===== src/rtl/control_sequencer.sv =====
// control_sequencer: hardwired control unit for the 32-bit bus-based CPU datapath.
// Steps the fetch/execute T-states, decodes IR and drives one strobe set per clock (Moore).
//
// Ports:
//   Clock     - rising-edge clock
//   Clear     - synchronous active-low reset
//   IR        - instruction register contents (op/ra/rb/rc fields read in T3..T6 only)
//   MemReady  - memory read data valid, only looked at in T1
//   PCout, ZHighout, Zlowout, MDRout         - bus drive strobes
//   MARin, PCin, MDRin, IRin, Yin, IncPC, Read - load/control strobes
//   ZLowIn, ZHighIn, HIin, LOin               - result register loads
//   ALUop     - ALU operation code (the opcode itself, during T4)
//   Rin, Rout - one-hot general register load/drive selects
//   Run       - high in T0..T6, low in reset and halt
//   IllegalOp - one-cycle pulse in T3 for an undecodable opcode
//
// Build option: define CONTROL_SEQUENCER_MULDIV_EN to decode mul/div (T6 becomes reachable).
// Without it mul/div take the illegal path and ZHighIn/HIin/LOin/ZHighout stay 0.

module control_sequencer #(
  parameter int unsigned IR_W = 32,
  parameter int unsigned NREG = 16
) (
  input  logic            Clock,
  input  logic            Clear,
  input  logic [IR_W-1:0] IR,
  input  logic            MemReady,
  output logic            PCout,
  output logic            ZHighout,
  output logic            Zlowout,
  output logic            MDRout,
  output logic            MARin,
  output logic            PCin,
  output logic            MDRin,
  output logic            IRin,
  output logic            Yin,
  output logic            IncPC,
  output logic            Read,
  output logic            ZLowIn,
  output logic            ZHighIn,
  output logic            HIin,
  output logic            LOin,
  output logic [4:0]      ALUop,
  output logic [NREG-1:0] Rin,
  output logic [NREG-1:0] Rout,
  output logic            Run,
  output logic            IllegalOp
);

  localparam logic [3:0] StReset = 4'd0;
  localparam logic [3:0] StT0    = 4'd1;
  localparam logic [3:0] StT1    = 4'd2;
  localparam logic [3:0] StT2    = 4'd3;
  localparam logic [3:0] StT3    = 4'd4;
  localparam logic [3:0] StT4    = 4'd5;
  localparam logic [3:0] StT5    = 4'd6;
  localparam logic [3:0] StT6    = 4'd7;
  localparam logic [3:0] StHalt  = 4'd8;

  localparam logic [4:0] OpAluLo = 5'b00011;
  localparam logic [4:0] OpAluHi = 5'b01011;
  localparam logic [4:0] OpMul   = 5'b01111;
  localparam logic [4:0] OpDiv   = 5'b10000;
  localparam logic [4:0] OpNop   = 5'b11010;
  localparam logic [4:0] OpHalt  = 5'b11011;

  logic [3:0] state_q, state_d;
  // Set once T1 has waited a cycle; keeps PCin to the first T1 cycle only.
  logic       t1_wait_q, t1_wait_d;

  logic [4:0] op;
  logic [3:0] ra, rb, rc;
  logic       is_alu, is_muldiv, is_nop, is_halt;

  assign op = IR[31:27];
  assign ra = IR[26:23];
  assign rb = IR[22:19];
  assign rc = IR[18:15];

  logic unused_ir;
  assign unused_ir = ^IR[14:0];

  assign is_alu  = (op >= OpAluLo) && (op <= OpAluHi);
  assign is_nop  = (op == OpNop);
  assign is_halt = (op == OpHalt);
`ifdef CONTROL_SEQUENCER_MULDIV_EN
  assign is_muldiv = (op == OpMul) || (op == OpDiv);
`else
  assign is_muldiv = 1'b0;
`endif

  function automatic logic [NREG-1:0] onehot(input logic [3:0] idx);
    logic [NREG-1:0] one;
    one = {{(NREG-1){1'b0}}, 1'b1};
    return one << idx;
  endfunction

  // Next state
  always_comb begin
    state_d   = state_q;
    t1_wait_d = 1'b0;
    unique case (state_q)
      StReset: state_d = StT0;
      StT0:    state_d = StT1;
      StT1: begin
        if (MemReady) begin
          state_d = StT2;
        end else begin
          t1_wait_d = 1'b1;
        end
      end
      StT2: state_d = StT3;
      StT3: begin
        if (is_halt) begin
          state_d = StHalt;
        end else if (is_alu || is_muldiv) begin
          state_d = StT4;
        end else begin
          state_d = StT0;
        end
      end
      StT4:   state_d = StT5;
      StT5:   state_d = is_muldiv ? StT6 : StT0;
      StT6:   state_d = StT0;
      StHalt: state_d = StHalt;
      default: state_d = StReset;
    endcase
  end

  always_ff @(posedge Clock) begin
    if (!Clear) begin
      state_q   <= StReset;
      t1_wait_q <= 1'b0;
    end else begin
      state_q   <= state_d;
      t1_wait_q <= t1_wait_d;
    end
  end

  // Moore outputs; IR only influences T3..T6
  always_comb begin
    PCout     = 1'b0;
    ZHighout  = 1'b0;
    Zlowout   = 1'b0;
    MDRout    = 1'b0;
    MARin     = 1'b0;
    PCin      = 1'b0;
    MDRin     = 1'b0;
    IRin      = 1'b0;
    Yin       = 1'b0;
    IncPC     = 1'b0;
    Read      = 1'b0;
    ZLowIn    = 1'b0;
    ZHighIn   = 1'b0;
    HIin      = 1'b0;
    LOin      = 1'b0;
    ALUop     = 5'd0;
    Rin       = '0;
    Rout      = '0;
    Run       = 1'b0;
    IllegalOp = 1'b0;
    unique case (state_q)
      StT0: begin
        Run    = 1'b1;
        PCout  = 1'b1;
        MARin  = 1'b1;
        IncPC  = 1'b1;
        ZLowIn = 1'b1;
      end
      StT1: begin
        Run     = 1'b1;
        Zlowout = 1'b1;
        PCin    = !t1_wait_q;
        Read    = 1'b1;
        MDRin   = 1'b1;
      end
      StT2: begin
        Run    = 1'b1;
        MDRout = 1'b1;
        IRin   = 1'b1;
      end
      StT3: begin
        Run = 1'b1;
        if (is_alu) begin
          Rout = onehot(rb);
          Yin  = 1'b1;
        end else if (is_muldiv) begin
          Rout = onehot(ra);
          Yin  = 1'b1;
        end else if (!is_nop && !is_halt) begin
          IllegalOp = 1'b1;
        end
      end
      StT4: begin
        Run = 1'b1;
        if (is_muldiv) begin
          Rout    = onehot(rb);
          ALUop   = op;
          ZLowIn  = 1'b1;
          ZHighIn = 1'b1;
        end else begin
          Rout   = onehot(rc);
          ALUop  = op;
          ZLowIn = 1'b1;
        end
      end
      StT5: begin
        Run     = 1'b1;
        Zlowout = 1'b1;
        if (is_muldiv) begin
          LOin = 1'b1;
        end else begin
          Rin = onehot(ra);
        end
      end
      StT6: begin
        Run = 1'b1;
        if (is_muldiv) begin
          ZHighout = 1'b1;
          HIin     = 1'b1;
        end
      end
      default: ;
    endcase
  end

endmodule

===== config.mk =====
export PLATFORM = sky130hd
export DESIGN_NAME = control_sequencer
export DESIGN_NICKNAME = d
export VERILOG_FILES = /design/src/rtl/control_sequencer.sv
export SDC_FILE = /design/constraint.sdc
export NUM_CORES = 1
export LEC_CHECK = 0
export CAP_MARGIN = 10
export CORE_UTILIZATION = 30
export CTS_CLUSTER_SIZE = 40
export DETAILED_ROUTE_END_ITERATION = 7
export PLACE_DENSITY = 0.81
export SLEW_MARGIN = 25
export SYNTH_ARGS = -nofsm -noshare
export SYNTH_HDL_FRONTEND = slang
export SYNTH_SLANG_ARGS = --single-unit

===== constraint.sdc =====
create_clock -name Clock -period 2 [get_ports Clock]
set_clock_uncertainty 0.05 [all_clocks]
set_input_delay 0.4 -clock Clock [delete_from_list [all_inputs] [get_ports Clock]]
set_output_delay 0.4 -clock Clock [all_outputs]
set_load 0.1 [all_outputs]

==> results of run 1 <==
-- logic make-up after synthesis --
family / after synthesis
other cells: 1
simple gates: 88
buf+inv: 16
compound gates: 24
flops: 5
-- metrics by stage --
step           std cells  TNS (ps)  setup WS [ps]  hold WS [ps]  cell area [sq um]
3_3_place_gp         254     -6000           -286           557               2700
2_1_floorplan        137     -7790           -341           426               1370
==> results.tsv, run 1 <==
metric	value	unit
Mapped Area	906	sq um
adder-cell share of the synthesized area	0	
status	did not finish	
Buffers on Ports	69	
average cell area after synthesis	6.76	sq um
main combinational cell family by area after synthesis	simple AND/OR/NAND/NOR gates	
Log Error	[ERROR DPL-0033] detailed placement checks failed during check placement.	
Seq/Total Area, Yosys	0.110	
Fail Step	3_5_place_dp	
Post-Syn Instances	134	
xor/xnor cell area share of the yosys netlist	0	
number of synthesized register bits	5	
Synth Area in Compound Gates	0.171	
area leader, netlist	dfxtp_1	
Synth warnings	0	
top cells by area, synth	dfxtp_1, o22ai_1, buf_4, nor2_1, nand2b_1	
ys flop type	dfxtp_1	
Post-synth EDFFs	0	
num ports	89	
Post-Synth Simple-Gate Area	0.581	
chip height	57.0	um
row count	19	
post-DP HPWL	4.58	mm
post-synthesis mux area share	0	
ys async rst share	0	
post-synth cell types	36	
most frequent cell after synthesis	nor2_1	
Starting Density	0.323	
share of the synthesized area in the top cell type	0.110	
chip width	57.0	um
GP Congestion	0.848	
top cells by instance count after synthesis	nor2_1, o22ai_1, buf_4	
==> inputs of run 2 (changes only) <==
--- a/config.mk
+++ b/config.mk
@@ -6,10 +6,10 @@
 export NUM_CORES = 1
 export LEC_CHECK = 0
 export CAP_MARGIN = 10
-export CORE_UTILIZATION = 30
-export CTS_CLUSTER_SIZE = 40
+export CORE_AREA = 2 2 63 65
 export DETAILED_ROUTE_END_ITERATION = 7
-export PLACE_DENSITY = 0.81
+export DIE_AREA = 0 0 65 67
+export PLACE_DENSITY_LB_ADDON = 0.15
 export SLEW_MARGIN = 25
 export SYNTH_ARGS = -nofsm -noshare
 export SYNTH_HDL_FRONTEND = slang
==> results.tsv, run 2 <==
metric	value	unit	change
main combinational cell family by area after synthesis	simple AND/OR/NAND/NOR gates		
Buffers on Ports	69		unchanged
final setup vio count	24		
ys flop type	dfxtp_1		
Total Nets Final	277		
violated checks	negative setup slack		
Mapped Area	906	sq um	unchanged
chip height	67	um	+18%
hold_buf cts	0		
Synth Area in Compound Gates	0.171		unchanged
first-pass GRT wire length	7.97	mm	
adder-cell share of the synthesized area	0		unchanged
number of synthesized register bits	5		unchanged
post-route cell area	0.00302	sq mm	
CP endpoint	Rin[0]		
GRT overflow	0		
average cell area after synthesis	6.76	sq um	unchanged
row count	22		+3
Reg clk slew, reported paths	30	ps	
Worst-Skew Late Latency	230	ps	
clk buf depth	2		
Post-Synth Simple-Gate Area	0.581		unchanged
Post-route DRC	0		
CTS tree	yes		
area leader, netlist	dfxtp_1		
Vias	1440		
DRT antenna net count	0		
xor/xnor cell area share of the yosys netlist	0		unchanged
Synth warnings	0		unchanged
Worst Slack Setup Final	-177	ps	
H-tree levels	1		
CTS root buffer	clkbuf_8		
RSZ-0062 raised after global routing	true		
Post-Syn Instances	134		unchanged
top cells by instance count after synthesis	nor2_1, o22ai_1, buf_4		
layout cell share with drive strength beyond 1	0.726		
Reg2Reg Depth	4		
DR WL/cell	17.7	um	
Crit Reg-Reg Endpoint	t1_wait_q$_SDFF_PN0_		
Max VDD drop	0.422	mV	
num ports	89		unchanged
CP Class	flip-flop to output pin		
post-synth cell types	36		unchanged
status	finished with violations		
fill cell count	189		
Cell Pwr Density	431	mW/mm^2	
Starting Density	0.251		-0.0717
Slew Limit Fails	0		
drt pass-1 iters	4		
initial DRC count	41		
post-synthesis mux area share	0		unchanged
ys async rst share	0		unchanged
GRT Total Usage	0.236		
post-DP HPWL	3.87	mm	-15%
FF/Latch Area	113	sq um	
Worst setup SP type	flip-flop		
Largest regs	state_q: 4 flops, t1_wait_q: 1 flops		
Fin. Hold Viols	0		
Seq/Total Area, Yosys	0.110		unchanged
hold_ws	543	ps	
maxcap violations	0		
Num CTS Buffers	3		
vias in the first global route	1590		
Max FO, Critical Path	4		
Post-synth EDFFs	0		unchanged
placed inst area	0.00276	sq mm	
CP endpoint kind	output pin		
most common cell after layout, fill and taps aside	buf_12		
LEAKAGE	1.09	nW	
Via density	4.98		
share of the synthesized area in the top cell type	0.110		unchanged
chip width	65	um	+14%
largest net degree at the start of global routing	10		
total power	1.30	mW	
ANT cells	0		
die footprint	0.00436	sq mm	
crit path DAT	1730	ps	
most frequent cell after synthesis	nor2_1		
R2R Path Start	state_q[0]$_SDFFE_PN0P_		
initial antenna violation count	0		
final worst path period share	1.09		
Setup WS pre-CTS	-352	ps	
Worst Path Required	1550	ps	
crit path launch	state_q[0]$_SDFFE_PN0P_		
top cells by area, synth	dfxtp_1, o22ai_1, buf_4, nor2_1, nand2b_1		
max reg flops	4		
fin crit period	2180	ps	
synth-to-layout area growth	233	%	
Reg with most FFs	state_q		
clk sinks	5		
multi-input logic area	0.00121	sq mm	
r2r setup slk	620	ps	
GP Congestion	0.782		-7.8%
Hold Crit Class	input pin to flip-flop		
fmax	459	MHz	
CORE AREA	0.00361	sq mm	
Core Util, Final	0.837		
Post-Route WL	5.11	mm	
most frequent cells in the layout	buf_12, buf_4, o22ai_4, buf_6, nor2_4		
[run 2: cell counts after synthesis]
No cell type changed its count.
[run 2: final cells by class]
class / count / area share
multi-input combinational: 116 / 0.402
tap: 48 / 0.0199
timing repair buffer: 114 / 0.521
sequential: 5 / 0.0373
inverter: 2 / 0.00497
clock buffer: 4 / 0.0149
[run 2: critical path, cell delays in order, from the launching register on]
cell	delay [ps]
dfxtp_4	350
nand2b_4	150
or4b_4	620
nor3_4	180
buf_12	200
[run 2: worst min-delay path by stage]
stage / start / to / slack [ps] / cells after the start
after global placement: state_q[2]$_SDFFE_PN0P_ / state_q[3]$_SDFFE_PN0P_ / 680 / 3
final: IR[27] / state_q[3]$_SDFFE_PN0P_ / 540 / 4
after floorplan: MemReady / t1_wait_q$_SDFF_PN0_ / 430 / 1
after detailed placement: state_q[2]$_SDFFE_PN0P_ / state_q[3]$_SDFFE_PN0P_ / 720 / 3
after CTS: IR[27] / state_q[3]$_SDFFE_PN0P_ / 540 / 4
after global routing: IR[27] / state_q[3]$_SDFFE_PN0P_ / 560 / 4
[run 2: power breakdown]
| group | switching, mW | total [mW] | internal [mW] | leakage, nW |
|---|---|---|---|---|
| Clock | 0.0558 | 0.193 | 0.137 | 0.0228 |
| Sequential | 0.0182 | 0.132 | 0.114 | 0.0434 |
| Combinational | 0.613 | 0.977 | 0.364 | 1.02 |
| Total | 0.687 | 1.30 | 0.615 | 1.09 |
[run 2: kinds of logic after synthesis]
group | Yosys count
simple gates | 88
buf+inv | 16
compound gates | 24
flops | 5
other cells | 1
[run 2: timing repair]
action                     in CTS  in global routing
pin swaps                      18                 12
setup endpoints to repair      45                 43
setup buffers                   8                  1
gates resized for setup        60                 12
[run 2: metal layers]
metal | vias to the layer above | share of wire | track usage
li1 | 695 | - | -
met1 | 682 | 0.33 | 0.243
met2 | 53 | 0.60 | 0.490
met3 | 10 | 0.052 | 0.0321
met4 | 0 | 0.016 | 0.0585
met5 | - | 0 | 0
[run 2: per-stage QoR]
stage               cells  setup TNS, ps
finish                289          -2400
global route          289          -4290
CTS                   288          -2490
detailed placement    278          -6860
global placement      278          -6130
floorplan             137          -7790
Note: power is estimated with default switching activity, not from simulation.
